`src/rtl/con_poller.sv`:
```
// con_poller: periodic poller for a 16-button SNES-style shift-register gamepad.
//
// Each poll pulses the latch, clocks out 16 bits, inverts the active-low serial
// data and publishes the button word on con_state with a one-cycle con_valid strobe.
//
// Handshake: con_valid is a push-only strobe with no ready. It is high for
// exactly one cycle per completed poll, and con_state is valid in that cycle
// and holds its value until the next strobe. There is no back-pressure.
//
// Ports:
//   clk        in   fabric clock (single domain)
//   rst_n      in   synchronous active-low reset
//   en         in   poll enable, sampled only on a poll tick
//   con_latch  out  controller latch, active-high
//   con_clk    out  controller shift clock, idles high
//   con_data   in   controller serial data, active-low, asynchronous
//   con_state  out  button word, 1 = pressed, bit i = i-th bit shifted out
//   con_valid  out  one-cycle pulse when con_state updates
//   dbg_state  out  current FSM state (0 IDLE, 1 LATCH, 2 CLK_LO, 3 CLK_HI, 4 DONE)
module con_poller #(
  parameter int POLL_PERIOD = 833_333,
  parameter int HALF_BIT    = 300
) (
  input  logic        clk,
  input  logic        rst_n,
  input  logic        en,
  output logic        con_latch,
  output logic        con_clk,
  input  logic        con_data,
  output logic [15:0] con_state,
  output logic        con_valid,
  output logic [2:0]  dbg_state
);

  localparam int PCW = $clog2(POLL_PERIOD);
  localparam int PHW = $clog2(2 * HALF_BIT);

  localparam logic [PCW-1:0] TICK_AT   = PCW'(POLL_PERIOD - 1);
  localparam logic [PHW-1:0] LATCH_END = PHW'(2 * HALF_BIT - 1);
  localparam logic [PHW-1:0] HALF_END  = PHW'(HALF_BIT - 1);

  typedef enum logic [2:0] {
    S_IDLE   = 3'd0,
    S_LATCH  = 3'd1,
    S_CLK_LO = 3'd2,
    S_CLK_HI = 3'd3,
    S_DONE   = 3'd4
  } state_t;

  state_t         r_state;
  logic [PCW-1:0] r_poll_cnt;
  logic [PHW-1:0] r_phase;
  logic [3:0]     r_idx;
  logic [15:0]    r_shift;
  logic           r_sync1;
  logic           r_sync2;
  logic           w_tick;

  assign w_tick    = (r_poll_cnt == TICK_AT);
  assign dbg_state = r_state;

  // Free-running poll period counter; the tick is its last count.
  always_ff @(posedge clk) begin
    if (!rst_n) begin
      r_poll_cnt <= '0;
    end else if (w_tick) begin
      r_poll_cnt <= '0;
    end else begin
      r_poll_cnt <= r_poll_cnt + 1'b1;
    end
  end

  // Two-flop synchronizer for the asynchronous controller data line. Resets to
  // the released (idle-high) level.
  always_ff @(posedge clk) begin
    if (!rst_n) begin
      r_sync1 <= 1'b1;
      r_sync2 <= 1'b1;
    end else begin
      r_sync1 <= con_data;
      r_sync2 <= r_sync1;
    end
  end

  // Poll sequencer. All outputs are registered and set on the transition into
  // the state that owns them, so each output level lines up with its state.
  always_ff @(posedge clk) begin
    if (!rst_n) begin
      r_state   <= S_IDLE;
      r_phase   <= '0;
      r_idx     <= '0;
      r_shift   <= '0;
      con_latch <= 1'b0;
      con_clk   <= 1'b1;
      con_state <= '0;
      con_valid <= 1'b0;
    end else begin
      con_valid <= 1'b0;
      case (r_state)
        S_IDLE: begin
          r_phase <= '0;
          // A tick with en low is simply dropped.
          if (w_tick && en) begin
            r_state   <= S_LATCH;
            con_latch <= 1'b1;
          end
        end

        S_LATCH: begin
          if (r_phase == LATCH_END) begin
            r_state   <= S_CLK_LO;
            r_phase   <= '0;
            r_idx     <= '0;
            con_latch <= 1'b0;
            con_clk   <= 1'b0;
          end else begin
            r_phase <= r_phase + 1'b1;
          end
        end

        S_CLK_LO: begin
          if (r_phase == HALF_END) begin
            // Sample at the end of the low phase so the data has settled for
            // a full half-bit plus the synchronizer delay.
            r_shift[r_idx] <= ~r_sync2;
            r_state        <= S_CLK_HI;
            r_phase        <= '0;
            con_clk        <= 1'b1;
          end else begin
            r_phase <= r_phase + 1'b1;
          end
        end

        S_CLK_HI: begin
          if (r_phase == HALF_END) begin
            r_phase <= '0;
            if (r_idx == 4'd15) begin
              // Publish on entry to DONE so the new word and the strobe are
              // both visible during the DONE cycle itself.
              r_state   <= S_DONE;
              con_state <= r_shift;
              con_valid <= 1'b1;
            end else begin
              r_idx   <= r_idx + 1'b1;
              r_state <= S_CLK_LO;
              con_clk <= 1'b0;
            end
          end else begin
            r_phase <= r_phase + 1'b1;
          end
        end

        S_DONE: begin
          r_state <= S_IDLE;
          r_phase <= '0;
        end

        default: begin
          r_state <= S_IDLE;
          r_phase <= '0;
        end
      endcase
    end
  end

endmodule

```
`config.mk`:
```
export PLATFORM = sky130hd
export DESIGN_NAME = con_poller
export DESIGN_NICKNAME = d
export VERILOG_FILES = /design/src/rtl/con_poller.sv
export SDC_FILE = /design/constraint.sdc
export NUM_CORES = 1
export LEC_CHECK = 0
export CORE_AREA = 5 5 81 121
export CTS_BUF_LIST = sky130_fd_sc_hd__clkbuf_4 sky130_fd_sc_hd__clkbuf_8
export DETAILED_ROUTE_END_ITERATION = 8
export DIE_AREA = 0 0 86 126
export SLEW_MARGIN = 20
export SYNTH_ARGS = -nofsm -noshare
export SYNTH_HDL_FRONTEND = slang
export SYNTH_SLANG_ARGS = --single-unit
```
`constraint.sdc`:
```
create_clock -name clk -period 2.5 [get_ports clk]
set_clock_uncertainty 0.1 [all_clocks]
set_input_delay 0.625 -clock clk [delete_from_list [all_inputs] [get_ports clk]]
set_output_delay 0.625 -clock clk [all_outputs]
set_load 0.02 [all_outputs]
```
Word-level counts from Yosys, hierarchy flattened
Index checks and enable logic that the tools add are counted.
{"block": "word_totals", "register_bits": 74, "latch_bits": 0, "ram_bits": 0, "rom_bits": 0, "in_bits": 4, "output_inout_bits": 22, "n_memories": 0}
{"block": "classes", "add_sub_neg": 3, "multipliers": 0, "div": 0, "order_cmp": 2, "eq_ne": 12, "shifts": 0, "n_mux": 24, "bitwise": 2, "n_reduce_logical": 15}
{"op": "20-bit by 1-bit adder with 20-bit output, second input constant", "n": 1}
{"op": "20-bit equality test, second input constant", "n": 1}
{"op": "10-bit two-way mux", "n": 2}
{"op": "10-bit case mux with 2 select lines", "n": 1}
{"op": "16-bit bitwise mux", "n": 1}
{"op": "3-bit two-way mux", "n": 5}
{"op": "4-bit two-way mux", "n": 3}
{"op": "3-bit case mux with 4 select lines", "n": 1}
{"op": "10-bit by 1-bit adder with 10-bit output, second input constant", "n": 1}
{"op": "10-bit equality test, second input constant", "n": 1}
{"op": "10-bit by 9-bit equality test with 1-bit output, second input constant", "n": 1}
{"op": "2-bit inequality test, second input constant", "n": 5}
{"op": "3-bit AND reduction", "n": 3}
{"op": "4-bit case mux with 2 select lines", "n": 1}
{"op": "4-bit AND reduction", "n": 2}
{"op": "1-bit two-way mux", "n": 7}
{"op": "3-bit by 2-bit equality test with 1-bit output, second input constant", "n": 2}
{"op": "4-bit by 5-bit < comparator with 1-bit output, second input constant", "n": 1}
{"op": "5-bit AND reduction", "n": 1}
{"op": "4-bit by 1-bit adder with 4-bit output, second input constant", "n": 1}
{"op": "1-bit demux with 4-bit select", "n": 1}
{"op": "4-bit equality test, second input constant", "n": 1}
{"op": "4-bit by 1-bit greater-or-equal comparator with 1-bit output, second input constant", "n": 1}
{"op": "2-bit nonzero test", "n": 2}
{"op": "other kinds (9)", "n": 12}

Logic depth before layout (Yosys ltp)
{"block": "depth", "ltp_word": 5, "mapped_depth": 8}

Worst setup path after synthesis
No wires, ideal clock.
{"block": "synth_path", "path_type": "flip-flop to flip-flop", "from": "reg r_phase[0]", "to": "reg con_state[10]", "t_arrival_ps": 1832, "required_time_ps": 2328, "path_slack_ps": 496, "stages_incl_launch_ff": 8, "path_buffers": 2, "cell_sequence": "dfxtp_1 > ha_1 > and3b_1 > buf_1 > nand4_1 > nor3_4 > buf_6 > mux2i_1"}
{"block": "synth_between", "elab_chain_cells": 2}
{"item": "start: declaration", "line": "52", "text": "logic [PHW-1:0] r_phase;"}
{"item": "start signal: assignment", "line": "117", "text": "r_phase <= r_phase + 1'b1;"}
{"item": "start signal: assignment", "line": "130", "text": "r_phase <= r_phase + 1'b1;"}
{"item": "start signal: assignment", "line": "149", "text": "r_phase <= r_phase + 1'b1;"}
{"item": "10-bit by 9-bit equality test with 1-bit output", "line": "135", "text": "if (r_phase == HALF_END) begin"}
{"item": "3-bit AND reduction (no source line)"}
{"item": "end signal: assignment", "line": "141", "text": "con_state <= r_shift;"}
{"item": "end: declaration", "line": "30", "text": "output logic [15:0] con_state,"}
No other way between the ends.
A chain may end at the register's enable or synchronous reset.

Worst setup path in the final report
{"block": "layout_path", "from": "reg r_state[0] (netlist: dbg_state[0])", "to": "out dbg_state[0]"}
{"item": "start: declaration", "line": "50", "text": "state_t r_state;"}
{"item": "start signal: assignment", "line": "89", "text": "r_state <= S_IDLE;"}
{"item": "start signal: assignment", "line": "104", "text": "r_state <= S_LATCH;"}
{"item": "start signal: assignment", "line": "111", "text": "r_state <= S_CLK_LO;"}
{"item": "end: declaration", "line": "32", "text": "output logic [2:0] dbg_state"}
No word-level cell between the ends.

==> metrics.txt <==
# TYPE chip_impl_metric gauge
chip_impl_info{name="run_status",value="complete, no violations"} 1
chip_impl_metric{name="cpPeakStageDelay",unit="ps"} 690
chip_impl_metric{name="drtIter0Drc",unit=""} 105
chip_impl_metric{name="placement_rows",unit=""} 42
chip_impl_metric{name="final_layout_size_suffix_gt1_share",unit="%"} 8.84
chip_impl_metric{name="io_buffers",unit=""} 25
chip_impl_metric{name="core_region_area",unit="um2"} 8670
chip_impl_info{name="leading_post_synthesis_cells_by_cell_area",value="sky130_fd_sc_hd__dfxtp_1, sky130_fd_sc_hd__mux2i_1, sky130_fd_sc_hd__nand2_1"} 1
chip_impl_metric{name="worst-endpoint-required",unit="ps"} 1770
chip_impl_metric{name="clock_sink_count",unit=""} 74
chip_impl_info{name="worst-setup-path-type",value="reg2out"} 1
chip_impl_metric{name="syn2layout_area_growth",unit="%"} 16.0
chip_impl_info{name="grt_setup_unrepaired",value="false"} 1
chip_impl_metric{name="worstPathArrival",unit="ps"} 1600
chip_impl_metric{name="transition_time_of_the_tightest_slew_check_pin",unit="ps"} 797
chip_impl_metric{name="synth_cell_type_count",unit=""} 55
chip_impl_metric{name="post-cts-setup-buffer-count",unit=""} 0
chip_impl_metric{name="placed_cells_incl_taps",unit=""} 490
chip_impl_metric{name="fmaxAchievable",unit="MHz"} 430
chip_impl_metric{name="maxCapViolCount",unit=""} 0
chip_impl_metric{name="area_used_by_multi_input_combinational_logic",unit="um2"} 1730
chip_impl_metric{name="i_o_pin_count",unit=""} 26
chip_impl_metric{name="num-fill-cells",unit=""} 890
chip_impl_metric{name="vias",unit=""} 2581
chip_impl_info{name="hold_path.class",value="reg2reg"} 1
chip_impl_metric{name="grt_overflow_total",unit=""} 0
chip_impl_metric{name="drt.antenna.violating_nets",unit=""} 0
chip_impl_metric{name="syn_nets",unit=""} 379
chip_impl_metric{name="sequential_cell_area",unit="um2"} 1480
chip_impl_metric{name="avgSynthCellArea",unit="um2"} 9.14
chip_impl_metric{name="via_to_cell_ratio",unit=""} 5.10
chip_impl_info{name="cp_cell_sequence",value="clkdlybuf4s50_1"} 1
chip_impl_metric{name="final_net_count",unit=""} 402
chip_impl_metric{name="initial_utilization",unit="%"} 38.8
chip_impl_metric{name="detail_route.wl_per_cell",unit="um"} 13.4
chip_impl_info{name="topRoutingLayerUsed",value="met4"} 1
chip_impl_metric{name="first_global_vias",unit=""} 2544
chip_impl_metric{name="detailroute.wirelength.met3",unit="um"} 191
chip_impl_metric{name="synth_seq_area_share",unit="%"} 44.1
chip_impl_metric{name="hold_violations",unit=""} 0
chip_impl_metric{name="cp.buffers_inverters",unit=""} 1
chip_impl_info{name="critPathTopFamily",value="buffers and inverters"} 1
chip_impl_info{name="yosysTopAreaCell",value="sky130_fd_sc_hd__dfxtp_1"} 1
chip_impl_metric{name="grt_max_degree",unit=""} 21
chip_impl_metric{name="instances_no_fill",unit=""} 506
chip_impl_metric{name="die_height",unit="um"} 126
chip_impl_metric{name="synth.top_cell.area_share",unit="%"} 44.1
chip_impl_metric{name="cts-resized-gates",unit=""} 0
chip_impl_metric{name="die_width",unit="um"} 86
chip_impl_metric{name="powerDensity",unit="nW/um2"} 554
chip_impl_metric{name="yosys_warnings",unit=""} 0
chip_impl_info{name="critical-path-slowest-cell",value="sky130_fd_sc_hd__clkdlybuf4s50_1"} 1
chip_impl_metric{name="antenna_cells_inserted",unit=""} 0
chip_impl_info{name="startpoint_type",value="flop"} 1
chip_impl_metric{name="leakagePower",unit="nW"} 1.39
chip_impl_metric{name="max_slew_violations",unit=""} 0
chip_impl_metric{name="drtPass1Iterations",unit=""} 4
chip_impl_metric{name="grt_antenna_before_repair",unit=""} 0
chip_impl_info{name="setup.worst_path.end_class",value="primary output"} 1
chip_impl_metric{name="dr_wl_met2",unit="mm"} 3.61
chip_impl_metric{name="syn-instance-count",unit=""} 368
chip_impl_metric{name="finalWorstPathRequiredPeriod",unit="ps"} 2330
chip_impl_metric{name="portion_of_the_clock_cycle_consumed_by_the_worst_path_in_the_final_layout",unit="%"} 93.1
chip_impl_info{name="tritoncts",value="yes"} 1
chip_impl_metric{name="post_synth_instance_area",unit="um2"} 3360
chip_impl_metric{name="global_route_wire_length_before_repair",unit="mm"} 11.6
chip_impl_metric{name="async_reset_ff_share",unit="%"} 0
chip_impl_metric{name="remaining_drc_errors",unit=""} 0
chip_impl_metric{name="wl",unit="mm"} 6.76
chip_impl_metric{name="fin_setup_tns",unit="ps"} 0
chip_impl_metric{name="synth.ff_latch_count",unit=""} 74
chip_impl_metric{name="ctsLongestPathBuffers",unit=""} 2
chip_impl_metric{name="critPathMaxFanout",unit=""} 11
chip_impl_metric{name="grt_usage",unit="%"} 13.3
chip_impl_metric{name="synth_enable_flop_cells",unit=""} 0
chip_impl_metric{name="timing.max_slew.rel_slack",unit="%"} 46.9
chip_impl_info{name="post_synth_most_frequent_cells",value="sky130_fd_sc_hd__dfxtp_1, sky130_fd_sc_hd__nand2_1, sky130_fd_sc_hd__mux2i_1"} 1
chip_impl_metric{name="routedLengthMet1",unit="mm"} 2.81
chip_impl_metric{name="dieArea",unit="um2"} 10800
chip_impl_metric{name="clock_tree.htree_level_count",unit=""} 3
chip_impl_metric{name="finalSetupViolations",unit=""} 0
chip_impl_metric{name="last_weighted_congestion_value_of_the_routability_driven_placer",unit=""} 0.862
chip_impl_metric{name="irDropWorstVdd",unit="mV"} 0.293
chip_impl_metric{name="ctsHoldBuffers",unit=""} 0
chip_impl_metric{name="clock_latency",unit="ps"} 350
chip_impl_metric{name="detailed_place_hpwl",unit="mm"} 4.96
chip_impl_info{name="most_used_flip_flop_cell_after_synthesis",value="sky130_fd_sc_hd__dfxtp_1"} 1
chip_impl_info{name="synth_most_common_cell",value="sky130_fd_sc_hd__dfxtp_1"} 1
chip_impl_metric{name="cts_inserted_buffers",unit=""} 9
chip_impl_metric{name="clkTransAtPathRegs",unit="ps"} 70
chip_impl_info{name="cts-root-buf",value="sky130_fd_sc_hd__clkbuf_8"} 1
layer usage:
| metal | track usage [%] | up-vias |
|---|---|---|
| met4 | 7.08 | 0 |
| li1 | - | 1338 |
| met2 | 23.7 | 28 |
| met5 | 0 | - |
| met1 | 14.4 | 1205 |
| met3 | 3.01 | 10 |
logic make-up (layout without fill, tap and decap cells):
logic type | count (synthesis) | after routing | share of synthesized area (%)
simple gates | 167 | 167 | 27.7
flops | 74 | 74 | 44.1
compound gates | 34 | 34 | 6.48
buf+inv | 34 | 62 | 4.50
mux | 31 | 31 | 9.23
xor+xnor | 21 | 21 | 5.47
fa+ha+maj | 7 | 7 | 2.61
cells in the final DEF, fill, tap and decap left out, drive strengths merged, types with 2 or more instances in the layout:
cell / Yosys / layout
nor2b: 3 / 3
or2: 3 / 3
nor4bb: 2 / 2
clkbuf: 11 / 11
xor2: 10 / 10
nand2b: 4 / 4
clkinv: 0 / 4
and4: 6 / 6
and2: 2 / 2
buf: 8 / 6
ha: 7 / 7
o21a: 2 / 2
nor2: 29 / 29
nor3b: 3 / 3
xnor2: 11 / 11
nand3: 25 / 25
and3b: 2 / 2
inv: 15 / 15
nor4: 6 / 6
and3: 4 / 4
or3: 5 / 5
nand2: 42 / 42
a31oi: 6 / 6
or4: 5 / 5
dfxtp: 74 / 74
mux2i: 31 / 31
nor3: 5 / 5
a21oi: 8 / 8
nand4: 16 / 16
clkdlybuf4s50: 0 / 25
o21ai: 10 / 10
worst paths after layout:
kind | to | start | cells past startpoint | slack [ps]
setup / recovery | dbg_state[0] | dbg_state[0] | 1 | 170
hold / removal | r_sync2 | r_sync1 | 1 | 310
setup reg to reg | r_poll_cnt[9] | r_poll_cnt[16] | 4 | 330
hold reg to reg | r_sync2 | r_sync1 | 1 | 310
state kept, by name, indices dropped and copies added, names as in the netlist:
register    count
dbg_state       3
r_poll_cnt     20
r_sync2         1
r_phase        10
con_clk         1
r_idx           4
r_shift        16
con_state      16
r_sync1         1
con_valid       1
con_latch       1
cell type report:
| type | instances | share of cell area (%) |
|---|---|---|
| clock buffers | 11 | 3.72 |
| multi-input cells | 260 | 44.4 |
| inverters | 15 | 1.44 |
| repair buffers | 31 | 7.57 |
| flip-flops and latches | 74 | 38.0 |
| well taps | 110 | 3.53 |
| clock inverters | 5 | 1.38 |
power by group:
group	switching, mW	internal (mW)	total, mW
sequential	0.00712	1.18	1.19
clock	0.433	0.496	0.929
combinational	0.0271	0.0150	0.0421
through the flow:
stage	area, um2	total power [mW]	setup WS (ps)	util, %	hold WS, ps
after global placement	3700	1.26	210	42.7	292
after detailed placement	3700	1.26	174	42.7	302
after floorplan	3360	1.25	496	-	286
final	3900	2.16	173	45.0	313
after CTS	3900	2.20	153	45.0	320
after global routing	3900	2.26	84.6	45.0	330
Power figures use the tool's default switching activity.
